--- src/rtl/uart_tx_arbiter.sv ---
// uart_tx_arbiter: shares one UART transmitter between command echo and a bursty data stream; ECHO_CRLF_EN appends 0x0A after an echoed 0x0D
module uart_tx_arbiter #(
  parameter int BURST_LEN = 16,
  parameter int CNT_W     = 8
) (
  input  logic       clk,
  input  logic       rst_n,
  input  logic       echo_en,
  input  logic [7:0] cmd,
  input  logic       new_cmd,
  input  logic [7:0] data_byte,
  input  logic       data_valid,
  output logic       data_ready,
  input  logic       tx_busy,
  output logic [7:0] tx_data,
  output logic       tx_start,
  output logic       grant_data,
  output logic       echo_drop
);
  localparam logic [1:0] IDLE      = 2'd0;
  localparam logic [1:0] START     = 2'd1;
  localparam logic [1:0] WAIT_ACK  = 2'd2;
  localparam logic [1:0] WAIT_DONE = 2'd3;
  logic [1:0]       state_q, state_d;
  logic [7:0]       tx_data_q, tx_data_d;
  logic [7:0]       echo_q, echo_d;
  logic             echo_full_q, echo_full_d;
  logic             lock_q, lock_d;
  logic [CNT_W-1:0] cnt_q, cnt_d;
  logic [CNT_W-1:0] cnt_nxt;
  logic             can_sel, sel_data, sel_echo, load, burst_end;
`ifdef ECHO_CRLF_EN
  logic             crlf_q, crlf_d;
`endif
  // A start is only issued from IDLE once the transmitter is quiet; a locked burst with data pending beats a waiting echo
  assign can_sel    = (state_q == IDLE) && !tx_busy;
  assign sel_data   = can_sel && data_valid && (lock_q || !echo_full_q);
  assign sel_echo   = can_sel && echo_full_q && !(lock_q && data_valid);
  assign load       = new_cmd && echo_en;
  assign cnt_nxt    = lock_q ? cnt_q + CNT_W'(1) : CNT_W'(1);
  assign burst_end  = cnt_nxt == CNT_W'(BURST_LEN);
  assign data_ready = sel_data && rst_n;
  assign echo_drop  = load && echo_full_q && !sel_echo;
  assign tx_start   = state_q == START;
  assign tx_data    = tx_data_q;
  assign grant_data = lock_q;
  // Echo holding register: a byte arriving while the previous one is consumed replaces it, otherwise a full register drops it
  always_comb begin
    echo_d      = echo_q;
    echo_full_d = sel_echo ? 1'b0 : echo_full_q;
    if (load && (!echo_full_q || sel_echo)) begin
      echo_d      = cmd;
      echo_full_d = 1'b1;
    end
  end
  // Byte sequencer and burst accounting
  always_comb begin
    state_d   = state_q;
    tx_data_d = tx_data_q;
    lock_d    = lock_q;
    cnt_d     = cnt_q;
`ifdef ECHO_CRLF_EN
    crlf_d    = crlf_q;
`endif
    if (state_q == IDLE) begin
      if (sel_data) begin
        state_d   = START;
        tx_data_d = data_byte;
        lock_d    = !burst_end;
        cnt_d     = burst_end ? '0 : cnt_nxt;
      end else if (sel_echo) begin
        state_d   = START;
        tx_data_d = echo_q;
`ifdef ECHO_CRLF_EN
        crlf_d    = echo_q == 8'h0D;
`endif
      end
      if (lock_q && !data_valid) begin
        lock_d = 1'b0;
        cnt_d  = '0;
      end
    end else if (state_q == START) begin
      state_d = WAIT_ACK;
    end else if (state_q == WAIT_ACK) begin
      state_d = tx_busy ? WAIT_DONE : WAIT_ACK;
    end else if (!tx_busy) begin
`ifdef ECHO_CRLF_EN
      state_d   = crlf_q ? START : IDLE;
      tx_data_d = crlf_q ? 8'h0A : tx_data_q;
      crlf_d    = 1'b0;
`else
      state_d   = IDLE;
`endif
    end
  end
  // State registers
  always_ff @(posedge clk or negedge rst_n) begin
    if (!rst_n) begin
      state_q     <= IDLE;
      tx_data_q   <= '0;
      echo_q      <= '0;
      echo_full_q <= 1'b0;
      lock_q      <= 1'b0;
      cnt_q       <= '0;
    end else begin
      state_q     <= state_d;
      tx_data_q   <= tx_data_d;
      echo_q      <= echo_d;
      echo_full_q <= echo_full_d;
      lock_q      <= lock_d;
      cnt_q       <= cnt_d;
    end
  end
`ifdef ECHO_CRLF_EN
  // Pending line-feed after an echoed carriage return
  always_ff @(posedge clk or negedge rst_n) begin
    if (!rst_n) crlf_q <= 1'b0;
    else        crlf_q <= crlf_d;
  end
`endif
endmodule

--- config.mk ---
export PLATFORM = sky130hd
export DESIGN_NAME = uart_tx_arbiter
export DESIGN_NICKNAME = d
export VERILOG_FILES = /design/src/rtl/uart_tx_arbiter.sv
export SDC_FILE = /design/constraint.sdc
export NUM_CORES = 1
export LEC_CHECK = 0
export CORE_ASPECT_RATIO = 0.75
export CORE_MARGIN = 2
export CORE_UTILIZATION = 53
export DETAILED_ROUTE_END_ITERATION = 7
export HOLD_SLACK_MARGIN = 0.03
export PLACE_DENSITY = 0.84
export SYNTH_ARGS = -nofsm -noshare
export SYNTH_HDL_FRONTEND = slang
export SYNTH_SLANG_ARGS = --single-unit
export TNS_END_PERCENT = 5
--- constraint.sdc ---
create_clock -name clk -period 5.6 [get_ports clk]
set_input_delay 1.4 -clock clk [delete_from_list [all_inputs] [get_ports clk]]
set_output_delay 1.4 -clock clk [all_outputs]
set_load 0.05 [all_outputs]
==> flow_metrics.tcl <==
set metrics [dict create \
    portBuffers 33 \
    globalRouteOverflowTotal 0 \
    clkTransAtPathRegs_ns 0.09 \
    period_needed_ns 4.71 \
    maxCapViolCount 0 \
    cts_tree "built" \
    syn_area_sq_mm 0.00148 \
    postCtsSetupRepairBufs 0 \
    synth_area_leaders "dfrtp_1, nand2_1, mux2_2" \
    drc 0 \
    synthTopCellsByCount "dfrtp_1, nand2_1, o21ai_1" \
    synthArstFlopShare_pct 100 \
    track_usage_pct 22.1 \
    r2r_start "state_q[1]$_DFFE_PN0P_" \
    wl_mm 3.20 \
    met3_usage_pct 6.62 \
    power_frac_clock_pct 16.7 \
    pwr-share-comb_pct 46.5 \
    crit_type "input pin to primary output" \
    relSlewSlack_pct 45.8 \
    p_per_area_mw_per_mm2 505 \
    rsz0062_at_grt "false" \
    synth_cell_type_count 37 \
    fin_nets 205 \
    startpoint "tx_busy" \
    synth_top_area_cell "dfrtp_1" \
    leakage_nw 0.796 \
    avgSynthCellArea_sq_um 10.3 \
    multiInputGateArea_sq_um 726 \
    start_kind "input pin" \
    die_w_microns 65.1 \
    cts_resized 0 \
    ir_worst_vdd_mv 0.314 \
    fillers 201 \
    hold_viol_final 0 \
    num_vias 1214 \
    first_global_vias 1190 \
    setup_tns_ns 0 \
    tightest_slew_ns 0.809 \
    fin_area_sq_mm 0.00191 \
    path_buf_inv 2 \
    max_stage_delay_ns 0.81 \
    syn-num-nets 170 \
    met2_usage_pct 38.5 \
    cp_slowest_cell "clkdlybuf4s50_1" \
    timing.final.crit_share_pct 84.1 \
    grt-busiest-layer "met2" \
    syn2layout_area_growth_pct 28.9 \
    use_met1_pct 25.9 \
    dpl_cell_area_sq_mm 0.00184 \
    dr.first_iter.drc_count 87 \
    clkSinkCount 28 \
    cts_root_buf "clkbuf_8" \
    internal_power_mw 0.557 \
    skew_ns 0.00217 \
    clk_path_buf_depth 2 \
    ios 34 \
    start_util_pct 56.1 \
    fin_hold_ws_ns 0.493 \
    synth_most_common_cell "dfrtp_1" \
    critical_path_arrival_ns 3.31 \
    timing.critical_path.mode_cell "clkdlybuf4s50_1" \
    status "finished, final reports clean" \
    cp_top_family "buffers and inverters" \
    utilization_pct 72.3 \
    rows 16 \
    clock.fmax_ghz 0.212 \
    yosysSeqAreaShare_pct 47.3 \
    via_per_inst 5.67 \
    dieArea_sq_mm 0.00324 \
    core_sq_mm 0.00264 \
    h-tree-depth 1 \
    ys_ff_latch 28 \
    synthCells 144 \
    maxSlewViolCount 0 \
    setup_viol 0 \
    cts_hold_buf 0 \
    ys_dominant_reg_cell "dfrtp_1" \
    clk_latency_ns 0.28 \
    grt_pass1_wl_mm 5.40 \
    grt_max_degree 29 \
    setup_slack_ns 0.892 \
    antenna_found_initial 0 \
    yosys_warnings 0 \
    crit_path_end_kind "primary output" \
    post_drt_wl_per_cell_microns 14.9 \
    dp_slack_ns 0.900 \
    cts_made_buffers 3 \
    worstPathCellList "clkdlybuf4s50_1, nor2b_2, nand2_1, a21oi_2, and2_1, clkdlybuf4s50_1" \
    antenna_cells 0 \
    hpwlAfterDp_mm 2.35 \
    gp_congestion 0.821 \
    antenna_left 0 \
    drtPass1Iterations 4 \
    critical_path.max_fanout 5 \
    power_frac_seq_pct 36.8 \
    synth_edf_count 0 \
    drive_above_1_share_pct 13.5 \
    holdCritStartpoint "tx_data[1]$_DFFE_PN0P_" \
    yosysTopAreaCellShare_pct 47.3 \
    hp-class "flip-flop to flip-flop" \
    power.switching_mw 0.408 \
    cp.required_ns 4.20 \
    regArea_sq_um 701 \
    power.switching_fraction_pct 42.3 \
    die_h_microns 49.8 \
]
cell usage in the layout, fill, tap and decap left out, drive strengths merged, types with 3 or more instances in the layout:
master         instances
clkbuf                 3
a21oi                  4
clkdlybuf4s50         33
nand2                 26
nand3                  7
mux2i                  8
inv                    4
o21ai                 18
buf                    3
mux2                   8
dfrtp                 28
ha                     4
nor2                   6
worst paths after layout:
check / end / slack (ns) / cells past startpoint
setup / recovery: data_ready / 0.89 / 6
hold reg to reg: tx_data[1]$_DFFE_PN0P_ / 0.49 / 2
min in group asynchronous: cnt_q[0]$_DFFE_PN0P_ / 1.55 / 2
hold / removal: tx_data[1]$_DFFE_PN0P_ / 0.49 / 2
setup reg to reg: tx_data[0]$_DFFE_PN0P_ / 3.73 / 8
max in group asynchronous: echo_q[1]$_DFFE_PN0P_ / 3.79 / 2
metal layers:
metal	wire length (microns)	vias up
li1	-	571
met4	79	0
met5	0	-
met1	1300	587
met2	1600	47
met3	212	9
through the flow:
stage | cells | power (mW)
final | 214 | 0.965
after global routing | 214 | 1.02
after CTS | 214 | 0.970
after detailed placement | 210 | 0.806
after global placement | 210 | 0.786
after floorplan | 144 | 0.675
tightest hold or removal path: stages, from the launching register on:
cell and delay [ns]:
dfrtp_1 0.35, nand2_1 0.05, o21ai_1 0.06
layout make-up:
type | instances | area share, %
Multi-Input combinational cell | 106 | 38.0
Sequential cell | 28 | 36.7
Timing Repair Buffer | 36 | 18.5
Tap cell | 36 | 2.36
Clock buffer | 3 | 2.16
Clock inverter | 1 | 1.57
Inverter | 4 | 0.786
power by group through the flow:
stage | registers (mW) | logic, mW | clock network (mW)
after floorplan | 0.429 | 0.246 | 0
after global placement | 0.350 | 0.436 | 0
after detailed placement | 0.357 | 0.449 | 0
after CTS | 0.354 | 0.453 | 0.164
after global routing | 0.367 | 0.485 | 0.170
final | 0.356 | 0.449 | 0.161
flip-flops by register name, summed over array words and instances, names as in the netlist:
register / cells
cnt_q: 8
echo_full_q: 1
tx_data: 8
grant_data: 1
state_q: 2
echo_q: 8
cells by family (layout without fill, tap and decap cells):
group,after synthesis,count (layout),synth area share [%]
multiplexers,16,16,11.5
AND/OR/NAND/NOR,49,49,16.4
buffers and inverters,10,44,3.80
adder cells (fa/ha/maj),4,4,3.38
AO/OA/AOI/OAI,33,33,15.4
flip-flops,28,28,47.3
XOR/XNOR,4,4,2.36
No activity file was read; power rests on OpenSTA's default activity.
